==> src/rtl/wb_pkg.sv <==
// Shared types and constants for the register-file writeback path.
package wb_pkg;

  localparam int unsigned XLEN_DEFAULT = 32;
  localparam logic [4:0]  REG_ZERO     = 5'd0;

  typedef struct packed {
    logic [4:0]              rd;
    logic [XLEN_DEFAULT-1:0] data;
  } wb_entry_t;

  // Register zero is hardwired, so writes to it never count as requests.
  function automatic logic is_real_rd(input logic [4:0] rd);
    return rd != REG_ZERO;
  endfunction

endpackage

==> src/rtl/wb_fifo.sv <==
// Circular buffer of pending load writebacks; exposes every slot for hazard compares.
module wb_fifo
  import wb_pkg::*;
#(
  parameter int unsigned DEPTH   = 2,
  parameter type         entry_t = wb_entry_t
) (
  input  logic                       clock,
  input  logic                       reset,
  input  logic                       push,
  input  entry_t                     push_entry,
  input  logic                       pop,
  output entry_t                     head,
  output logic [$clog2(DEPTH+1)-1:0] count,
  output entry_t                     entries [DEPTH],
  output logic [DEPTH-1:0]           valid
);

  localparam int unsigned PtrW = (DEPTH > 1) ? $clog2(DEPTH) : 1;
  localparam int unsigned CntW = $clog2(DEPTH + 1);

  entry_t            mem_q [DEPTH];
  logic [PtrW-1:0]   wptr_q, rptr_q;
  logic [CntW-1:0]   count_q, count_d;
  logic [DEPTH-1:0]  valid_q, valid_d;

  function automatic logic [PtrW-1:0] ptr_inc(input logic [PtrW-1:0] p);
    return (p == PtrW'(DEPTH - 1)) ? '0 : p + 1'b1;
  endfunction

  always_comb begin
    valid_d = valid_q;
    if (pop)  valid_d[rptr_q] = 1'b0;
    if (push) valid_d[wptr_q] = 1'b1;
  end

  always_comb begin
    count_d = count_q;
    unique case ({push, pop})
      2'b10:   count_d = count_q + 1'b1;
      2'b01:   count_d = count_q - 1'b1;
      default: count_d = count_q;
    endcase
  end

  always_ff @(posedge clock) begin
    if (reset) begin
      wptr_q  <= '0;
      rptr_q  <= '0;
      count_q <= '0;
      valid_q <= '0;
    end else begin
      if (push) wptr_q <= ptr_inc(wptr_q);
      if (pop)  rptr_q <= ptr_inc(rptr_q);
      count_q <= count_d;
      valid_q <= valid_d;
    end
  end

  // Payload storage carries no reset; the valid bits qualify every slot.
  always_ff @(posedge clock) begin
    if (!reset && push) mem_q[wptr_q] <= push_entry;
  end

  assign head    = mem_q[rptr_q];
  assign count   = count_q;
  assign valid   = valid_q;
  assign entries = mem_q;

endmodule

==> src/rtl/regfile_wb_ctrl.sv <==
// Writeback arbiter: ALU first, then buffered loads, then load bypass; plus hazard flags.
module regfile_wb_ctrl
  import wb_pkg::*;
#(
  parameter int unsigned XLEN  = 32,
  parameter int unsigned DEPTH = 2
) (
  input  logic                       clock,
  input  logic                       reset,
  input  logic                       alu_valid,
  input  logic [4:0]                 alu_rd,
  input  logic [XLEN-1:0]            alu_data,
  input  logic                       lsu_valid,
  output logic                       lsu_ready,
  input  logic [4:0]                 lsu_rd,
  input  logic [XLEN-1:0]            lsu_data,
  output logic                       reg_wr,
  output logic [4:0]                 waddr,
  output logic [XLEN-1:0]            wdata,
  input  logic [4:0]                 chk_addr1,
  input  logic [4:0]                 chk_addr2,
  output logic                       pend1,
  output logic                       pend2,
  output logic [$clog2(DEPTH+1)-1:0] count
);

  localparam int unsigned CntW = $clog2(DEPTH + 1);

  typedef struct packed {
    logic [4:0]      rd;
    logic [XLEN-1:0] data;
  } entry_t;

  logic            eff_alu, lsu_fire, eff_lsu, fifo_empty;
  logic            do_pop, do_push, do_bypass, do_write;
  logic [CntW-1:0] fifo_count;
  entry_t          fifo_head, push_entry, win_entry;
  entry_t          fifo_entries [DEPTH];
  logic [DEPTH-1:0] fifo_valid;

  logic            reg_wr_q;
  logic [4:0]      waddr_q;
  logic [XLEN-1:0] wdata_q;

  // Ready looks only at registered occupancy so it never waits on the ALU.
  assign lsu_ready  = !reset && (fifo_count < CntW'(DEPTH));
  assign lsu_fire   = lsu_valid && lsu_ready;
  assign eff_alu    = alu_valid && is_real_rd(alu_rd);
  assign eff_lsu    = lsu_fire && is_real_rd(lsu_rd);
  assign fifo_empty = (fifo_count == '0);

  assign do_pop    = !eff_alu && !fifo_empty;
  assign do_bypass = !eff_alu && fifo_empty && eff_lsu;
  assign do_push   = eff_lsu && !do_bypass;
  assign do_write  = eff_alu || do_pop || do_bypass;

  assign push_entry = '{rd: lsu_rd, data: lsu_data};

  always_comb begin
    win_entry = push_entry;
    if (eff_alu) begin
      win_entry = '{rd: alu_rd, data: alu_data};
    end else if (do_pop) begin
      win_entry = fifo_head;
    end
  end

  wb_fifo #(
    .DEPTH   (DEPTH),
    .entry_t (entry_t)
  ) u_fifo (
    .clock      (clock),
    .reset      (reset),
    .push       (do_push),
    .push_entry (push_entry),
    .pop        (do_pop),
    .head       (fifo_head),
    .count      (fifo_count),
    .entries    (fifo_entries),
    .valid      (fifo_valid)
  );

  // Address and data hold their last value on idle cycles.
  always_ff @(posedge clock) begin
    if (reset) begin
      reg_wr_q <= 1'b0;
      waddr_q  <= REG_ZERO;
      wdata_q  <= '0;
    end else begin
      reg_wr_q <= do_write;
      if (do_write) begin
        waddr_q <= win_entry.rd;
        wdata_q <= win_entry.data;
      end
    end
  end

  assign reg_wr = reg_wr_q;
  assign waddr  = waddr_q;
  assign wdata  = wdata_q;
  assign count  = fifo_count;

  always_comb begin
    logic hit1, hit2;
    hit1 = reg_wr_q && (waddr_q == chk_addr1);
    hit2 = reg_wr_q && (waddr_q == chk_addr2);
    for (int i = 0; i < int'(DEPTH); i++) begin
      if (fifo_valid[i] && (fifo_entries[i].rd == chk_addr1)) hit1 = 1'b1;
      if (fifo_valid[i] && (fifo_entries[i].rd == chk_addr2)) hit2 = 1'b1;
    end
    pend1 = is_real_rd(chk_addr1) && hit1;
    pend2 = is_real_rd(chk_addr2) && hit2;
  end

endmodule

==> config.mk <==
export PLATFORM = sky130hd
export DESIGN_NAME = regfile_wb_ctrl
export DESIGN_NICKNAME = d
export VERILOG_FILES = /design/src/rtl/wb_pkg.sv /design/src/rtl/wb_fifo.sv /design/src/rtl/regfile_wb_ctrl.sv
export SDC_FILE = /design/constraint.sdc
export NUM_CORES = 1
export LEC_CHECK = 0
export ABC_AREA = 1
export CAP_MARGIN = 20
export CORE_ASPECT_RATIO = 0.5
export CORE_MARGIN = 2
export CORE_UTILIZATION = 51
export DETAILED_ROUTE_END_ITERATION = 7
export PLACE_DENSITY = 0.79
export SYNTH_ARGS = -nofsm -noshare
export SYNTH_HDL_FRONTEND = slang
export SYNTH_SLANG_ARGS = --single-unit
==> constraint.sdc <==
create_clock -name clock -period 4.7 [get_ports clock]
set_input_delay 0.94 -clock clock [delete_from_list [all_inputs] [get_ports clock]]
set_output_delay 0.94 -clock clock [all_outputs]
set_load 0.01 [all_outputs]
Word-level counts from Yosys, hierarchy flattened
Cells that the tools add are included.
W data, S select, Z words.
- $add $sub $neg: 4
- magnitude comparators: 8
- equality and inequality tests: 8
- mux-type cells: 21
- bitwise logic cells: 5
- reductions and logical operators: 32
- operator list (cell ; count):
    $mux W37 ; 6
    $bwmux W74 ; 1
    $demux W37 S1 ; 1
    $eq A5 B5 Y1 ; 6
    $logic_and A1 B1 Y1 ; 20
    $reduce_bool A5 Y1 ; 4
    $mux W1 ; 8
    $ge A2 B2 Y1 const B ; 2
    $logic_not A1 Y1 ; 4
    $lt A1 B2 Y1 const B ; 2
    $mux W2 ; 2
    $not A1 Y2 ; 2
    $pmux W2 S2 ; 1
    $add A1 B1 Y1 const B ; 2
    $add A2 B1 Y2 const B ; 1
    $and A2 B2 Y2 ; 1
    $demux W1 S1 ; 2
    $eq A2 B1 Y1 const B ; 1
    $eq A2 B2 Y1 const B ; 1
    $ge A1 B1 Y1 const B ; 2
    $logic_not A2 Y1 ; 1
    $logic_or A1 B1 Y1 ; 2
    $lt A2 B1 Y1 const B ; 1
    $lt A2 B2 Y1 const B ; 1
    other kinds (4) ; 4
- register bits after elaboration: 118
- input port bits: 88

Longest topological paths before layout
Gate-level depths: netlist of the first run.
- depth in word-level cells: 9
- depth in mapped cells: 11
- mapped depth without buffers: 10

By module
From an unflattened synthesis of the first run, not the netlist that was laid out.
- cells, all modules: 740
- area total of the unflattened synthesis: 5813.1 µm²
- modules (own cells, without submodules) (module ; instances ; cells each ; area each (µm²)):
    wb_fifo ; 1 ; 231 ; 2962.8
    regfile_wb_ctrl ; 1 ; 509 ; 2850.2

Least setup slack after synthesis of the first run
Ideal clock, no wire load.
- path kind: in2reg
- from: input alu_rd[4]
- to: register u_fifo.mem_q, in the netlist u_fifo.entries[0] (enable)
- arrival time: 3.126 ns
- data required time: 4.269 ns
- setup slack: 1.142 ns
- cell stages on the path: 7
- path through: inv_1 nand3_1 nand2_1 buf_4 nand2_1 nand3_1 nor2_1
- word-level cells in the longest chain between the ends: 8
- ends and longest elaborated chain (element ; line ; source):
    start: declaration ; regfile_wb_ctrl.sv:11 ; input logic [4:0] alu_rd,
    $reduce_bool A5 Y1 ; wb_pkg.sv:14 ; return rd != REG_ZERO;
    $logic_and A1 B1 Y1 ; regfile_wb_ctrl.sv:48 ; assign eff_alu = alu_valid && is_real_rd(alu_rd);
    $logic_not A1 Y1 ; regfile_wb_ctrl.sv:53 ; assign do_bypass = !eff_alu && fifo_empty && eff_lsu;
    $logic_and A1 B1 Y1 (2 in series) ; regfile_wb_ctrl.sv:53 ;
    $logic_not A1 Y1 ; regfile_wb_ctrl.sv:54 ; assign do_push = eff_lsu && !do_bypass;
    $logic_and A1 B1 Y1 ; regfile_wb_ctrl.sv:54 ;
    $logic_and A1 B1 Y1 ; wb_fifo.sv:62 ; if (!reset && push) mem_q[wptr_q] <= push_entry;
    end signal: indexed assignment ; wb_fifo.sv:62 ;
    end: declaration ; wb_fifo.sv:22 ; entry_t mem_q [DEPTH];
Every way passes these cells.
A chain may end at the register's enable or synchronous reset.

Worst setup path in the final report of the first run
- from: input chk_addr2[2]
- to: output pend2
- word-level cells in the longest chain between the ends: 5
- elaborated cells between the ends (all ways): 10
- ends and longest elaborated chain (element ; line ; source):
    start: declaration ; regfile_wb_ctrl.sv:21 ; input logic [4:0] chk_addr2,
    $eq A5 B5 Y1 (on tied branches) ; regfile_wb_ctrl.sv:106, regfile_wb_ctrl.sv:109 ;
    $logic_and A1 B1 Y1 (on tied branches) ; regfile_wb_ctrl.sv:106, regfile_wb_ctrl.sv:109 ;
    $mux W1 (2 in series) ; regfile_wb_ctrl.sv:109 ; if (fifo_valid[i] && (fifo_entries[i].rd == chk_addr2)) hit2 = 1'b1;
    $logic_and A1 B1 Y1 * ; regfile_wb_ctrl.sv:112 ; pend2 = is_real_rd(chk_addr2) && hit2;
    end: declaration ; regfile_wb_ctrl.sv:23 ; output logic pend2,
Every way passes the cells marked *; elsewhere a longest branch is shown, timed or not.

==> results of run 1 <==
## logic make-up (layout without fill, tap and decap cells)
group                      Yosys count  count (layout)  synth area share [%]
buffers and inverters              119             258                  9.20
and+or+nand+nor                    424             424                  30.9
AOI/OAI and AO/OA                   55              55                  5.94
adders and majority gates            1               1                 0.214
DFF                                118             118                  53.2
xor gates and xnor gates             4               4                 0.600
## synth_stat cells (all sizes together)
cell type  number  area [µm²]
buf            21         169
nor3            4        20.0
nor2           79         357
edfxtp         74        2220
a21oi          17         100
clkinv          1        3.75
nand2         260         986
o21ai          28         178
inv            89         334
nor3b           2        26.3
nand3          77         398
o211a           1        10.0
nand4           1        6.26
ha              1        12.5
dfxtp          44         881
clkbuf          8        30.0
o22ai           7        43.8
nand3b          1        7.51
xor2            4        35.0
o211ai          2        15.0
## area by class of cell
type	count	area, µm²
inverter	90	338
multi-input combinational	484	2200
tap	145	181
fill	886	3260
clock inverter	14	199
clock buffer	18	429
sequential	118	3100
timing repair buffer	136	1370
## state kept, by name, summed over array words and instances (netlist names)
signal,flops
wdata,32
u_fifo.valid,2
u_fifo.entries,74
u_fifo.rptr_q,1
u_fifo.count,2
reg_wr,1
waddr,5
u_fifo.wptr_q,1
## cell usage in the layout, fill, tap and decap left out, drive strengths merged, types with 6 or more instances in the layout
cell           count
nand2            260
o22ai              7
clkbuf            18
buf                6
clkdlybuf4s50    130
nand3             77
edfxtp            74
clkinv             6
o21ai             28
a21oi             17
nor2              79
dfxtp             44
inv               91
## worst min-delay path, cell delays in order (launching register included)
cell and delay [ns]:
dfxtp_1 0.30, nand2_1 0.06, nand2_1 0.05
## path summary, 6_finish.rpt
kind / start / endpoint / slack (ns) / depth (start not counted)
worst max-delay path: chk_addr2[2] / pend2 / 1.02 / 9
worst min-delay path: wdata[4] / wdata[4] / 0.45 / 2
worst max register to register: u_fifo.rptr_q / wdata[29] / 2.01 / 6
worst min register to register: wdata[4] / wdata[4] / 0.45 / 2
## per-stage QoR
stage	hold WS, ns	util [%]	instance area, µm²	power [µW]	setup WS (ns)
floorplan	0.446	-	5830	2000	1.14
global placement	0.437	64.7	7170	2400	0.889
detailed placement	0.438	64.7	7170	2420	0.820
CTS	0.453	70.3	7790	3800	1.07
global route	0.472	70.6	7820	3980	0.893
finish	0.453	70.6	7820	3810	1.02
## power groups by stage
stage	registers [µW]	logic, µW	clock network (µW)
6_report	1390	1040	1380
5_1_grt	1410	1150	1420
4_1_cts	1390	1030	1380
3_5_place_dp	1400	1020	0
3_3_place_gp	1400	1000	0
2_1_floorplan	1400	599	0
## layer usage
metal  vias up  GRT usage [%]  share of wire, %
li1       2553              -                 -
met5         -              0                 0
met4         0           10.6               1.6
met3        23           4.83               6.8
met2       219           44.5                49
met1      2435           33.2                43
==> flow_summary.json, run 1 <==
{
  "antenna_found_initial": 0,
  "leakage_uw": 0.00344,
  "track_usage_pct": 26.0,
  "post_cts_resized": 0,
  "critPathSlowestCell": "clkdlybuf4s50_1",
  "worstPathArrival_ns": 2.74,
  "die_w_um": 155,
  "synth_seq_cells": 118,
  "setup_tns_ns": 0,
  "syn_nets": 810,
  "drt-vias-per-instance": 5.20,
  "grt_first_pass_wirelength_mm": 24.8,
  "stdcell_count": 1005,
  "finClkSkew_ns": 0.0185,
  "gp_congestion": 0.848,
  "dpl.cell_count": 972,
  "avgSynthCellArea_um2": 8.09,
  "hold_path.class": "flop to flop",
  "maxCapViolCount": 0,
  "cts_buffers": 17,
  "cts_tree": "yes",
  "peakVddDrop_mv": 0.317,
  "drt-total-wl_mm": 15.7,
  "power_switching_uw": 1230,
  "max_slew_margin_pct": 41.7,
  "pwr-share-seq_pct": 36.5,
  "vias": 5230,
  "yosysSeqAreaShare_pct": 53.2,
  "path_max_fanout": 5,
  "setup_viol": 0,
  "synthCells": 721,
  "rsz0062_at_grt": "false",
  "placement_rows": 27,
  "cts.reportedPaths.clkPinSlew_ns": 0.05,
  "post-route-drc-count": 0,
  "die_y_um": 79.6,
  "num_antenna_cells": 0,
  "cts_sinks": 118,
  "area_delta_synth_final_pct": 34.1,
  "cts_max_level": 4,
  "cpPeakStageDelay_ns": 0.62,
  "dr.pass1.iters": 5,
  "hold_violations": 0,
  "crit_chain": "clkdlybuf4s50_1 -> inv_1 -> o21ai_0 -> nor2_1 -> nand3_1 -> nand3_1 -> nand2_1 -> inv_1 -> clkdlybuf4s50_1",
  "crit_family": "buffers and inverters",
  "grt_pass1_vias": 5097,
  "post-route-period-util_pct": 78.3,
  "nNetsFinal": 936,
  "grt_overflow": 0,
  "clk_path_buf_depth": 2,
  "combPwrFrac_pct": 27.4,
  "ant_nets": 0,
  "endpoint_kind": "output port",
  "cts_root_buf": "clkbuf_16",
  "portBuffers": 130,
  "final_layout_size_suffix_gt1_share_pct": 9.19,
  "outcome": "completed",
  "critPathLaunchType": "input pin",
  "routedWlPerCell_um": 15.6,
  "grt_max_degree": 42,
  "sw_frac_of_total_pct": 32.2,
  "dieArea_um2": 12400,
  "ys_types": 33,
  "synthesis.area_um2": 5830,
  "hold_buffers": 0,
  "ios": 131,
  "fmax_mhz": 272,
  "path_class": "input pin to output port",
  "dp_hpwl_mm": 10.2,
  "worst-path-buf-inv": 4,
  "p_clk_share_pct": 36.1,
  "tightest_slew_ns": 0.874,
  "yosys_warnings": 0,
  "drtIter0Drc": 333,
  "post-cts-setup-buffers": 0,
  "initial_core_util_pct": 52.7,
  "intPower_uw": 2580,
  "fin_crit_ns": 3.68,
  "drv_slew": 0,
  "power.density_nw_per_um2": 487,
  "crit_required_ns": 3.76,
  "fp.coreArea_um2": 11100,
  "clock_latency_ns": 0.42
}
(Power assumes the default switching activity.)
==> run 2: changes to the inputs <==
- CORE_UTILIZATION: 51 -> 46
- PLACE_DENSITY: 0.79 -> 0.75
- clock period: 4.7 -> 3.3 ns (I/O delays scaled with it)
==> flow_summary.json, run 2 (synthesis gave the netlist of run 1 again) <==
{
  "worstPathArrival_ns": 2.38,
  "setup_slack_ns": 0.260,
  "cts_root_buf": "clkbuf_16",
  "gp_congestion": 0.908,
  "outcome": "completed",
  "grt_first_pass_wirelength_mm": 25.6,
  "setup_tns_ns": 0,
  "n_fill_cell": 1086,
  "dieArea_um2": 13700,
  "setup_viol": 0,
  "routedWlPerCell_um": 15.1,
  "track_usage_pct": 24.1,
  "dp_hpwl_mm": 10.4,
  "hold_violations": 0,
  "cts_sinks": 118,
  "post-route-period-util_pct": 92.1,
  "power.density_nw_per_um2": 665,
  "crit_chain": "clkdlybuf4s50_1 -> inv_1 -> nor2_1 -> nor3b_1 -> nand3_1 -> nand3_1 -> nand2_1 -> inv_1 -> clkdlybuf4s50_1",
  "die_w_um": 163,
  "cts_max_level": 4,
  "peakVddDrop_mv": 0.449,
  "drt-total-wl_mm": 15.6,
  "largest_register_ffs": 74,
  "final_layout_size_suffix_gt1_share_pct": 10.1,
  "dr.pass1.iters": 5,
  "post-cts-setup-buffers": 0,
  "antenna_found_initial": 0,
  "dp_slack_ns": 0.284,
  "final_common_cell": "nand2_1",
  "total_power_uw": 5220,
  "fmax_mhz": 329,
  "hold_buffers": 0,
  "cts.reportedPaths.clkPinSlew_ns": 0.06,
  "critPathSlowestCell": "clkdlybuf4s50_1",
  "grt_pass1_vias": 5123,
  "placed_cell_area_um2": 7300,
  "vias": 5202,
  "cts_tree": "yes",
  "fp.coreArea_um2": 12500,
  "finClkSkew_ns": 0.00610,
  "cpPeakStageDelay_ns": 0.52,
  "drt-vias-per-instance": 5.01,
  "die_y_um": 83.6,
  "post-route-util_pct": 62.7,
  "max_slew_margin_pct": 60.6,
  "rsz0062_at_grt": "false",
  "drtIter0Drc": 344,
  "ant_nets": 0,
  "tightest_slew_ns": 0.587,
  "initial_core_util_pct": 46.6,
  "final_cell_mix": "nand2_1, clkdlybuf4s50_1, inv_1",
  "endpoint_kind": "output port",
  "leakage_uw": 0.00345,
  "worst-path-buf-inv": 4,
  "grt_overflow": 0,
  "post-route-cell-area_um2": 7850,
  "area_delta_synth_final_pct": 34.6,
  "nNetsFinal": 945,
  "crit_family": "buffers and inverters",
  "maxCapViolCount": 0,
  "num_antenna_cells": 0,
  "placement_rows": 29,
  "crit_required_ns": 2.64,
  "fin_crit_ns": 3.04,
  "post-route-drc-count": 0,
  "ios": 131,
  "drv_slew": 0,
  "critPathLaunchType": "input pin",
  "cts_buffers": 17,
  "grt_max_degree": 41,
  "path_class": "input pin to output port",
  "clock_latency_ns": 0.41,
  "hold_path.class": "flop to flop",
  "path_max_fanout": 5,
  "portBuffers": 130,
  "clk_path_buf_depth": 2,
  "post_cts_resized": 0
}
run 2: changes by cell type in the layout (fill, tap and decap cells not counted):
cell       delta
clkbuf_1      -1
buf_16        -1
buf_4         +8
inv_6         +1
clkinv_2      +2
bufinv_16     -3
buf_12        +2
run 2: per-layer routing:
metal / vias to the layer above / global-route usage [%] / part of all wire, % / wire length [µm]
li1: 2565 / - / - / -
met1: 2417 / 32.1 / 45 / 7010
met2: 191 / 39.4 / 47 / 7330
met3: 29 / 4.52 / 6.1 / 954
met4: 0 / 9.01 / 2.1 / 331
met5: - / 0 / 0 / 0
run 2: layout make-up:
class / count / area, µm² / share of cell area [%]
flip-flops and latches: 118 / 3100 / 39.5
multi-input cells: 484 / 2200 / 28.1
repair buffers: 145 / 1440 / 18.3
clock buffers: 17 / 425 / 5.42
inverters: 90 / 338 / 4.30
well taps: 170 / 213 / 2.71
clock inverters: 14 / 128 / 1.63
run 2: worst paths after layout:
path | start | endpoint | slack [ns] | cells past startpoint
worst max register to register | u_fifo.count[1] | u_fifo.count[1] | 1.29 | 8
worst min-delay path | wdata[26] | wdata[26] | 0.45 | 2
worst max-delay path | chk_addr2[2] | pend2 | 0.26 | 9
worst min register to register | wdata[26] | wdata[26] | 0.45 | 2
run 2: tightest hold or removal path, delay by kind of cell (launching register included):
family / cells / cell delay [ns]
flops: 1 / 0.31
simple gates: 2 / 0.10
run 2: power by group:
group / leakage (µW) / switching, µW / total (µW) / internal, µW
combinational: 0.00215 / 917 / 1550 / 636
sequential: 0.00104 / 142 / 1930 / 1790
clock: 0.000264 / 702 / 1740 / 1040
total: 0.00345 / 1760 / 5220 / 3460
run 2: through the flow:
step                std cells  hold WS (ns)
floorplan                 721         0.446
detailed placement       1007         0.441
CTS                      1038         0.452
global route             1038         0.463
global placement         1007         0.439
finish                   1038         0.450
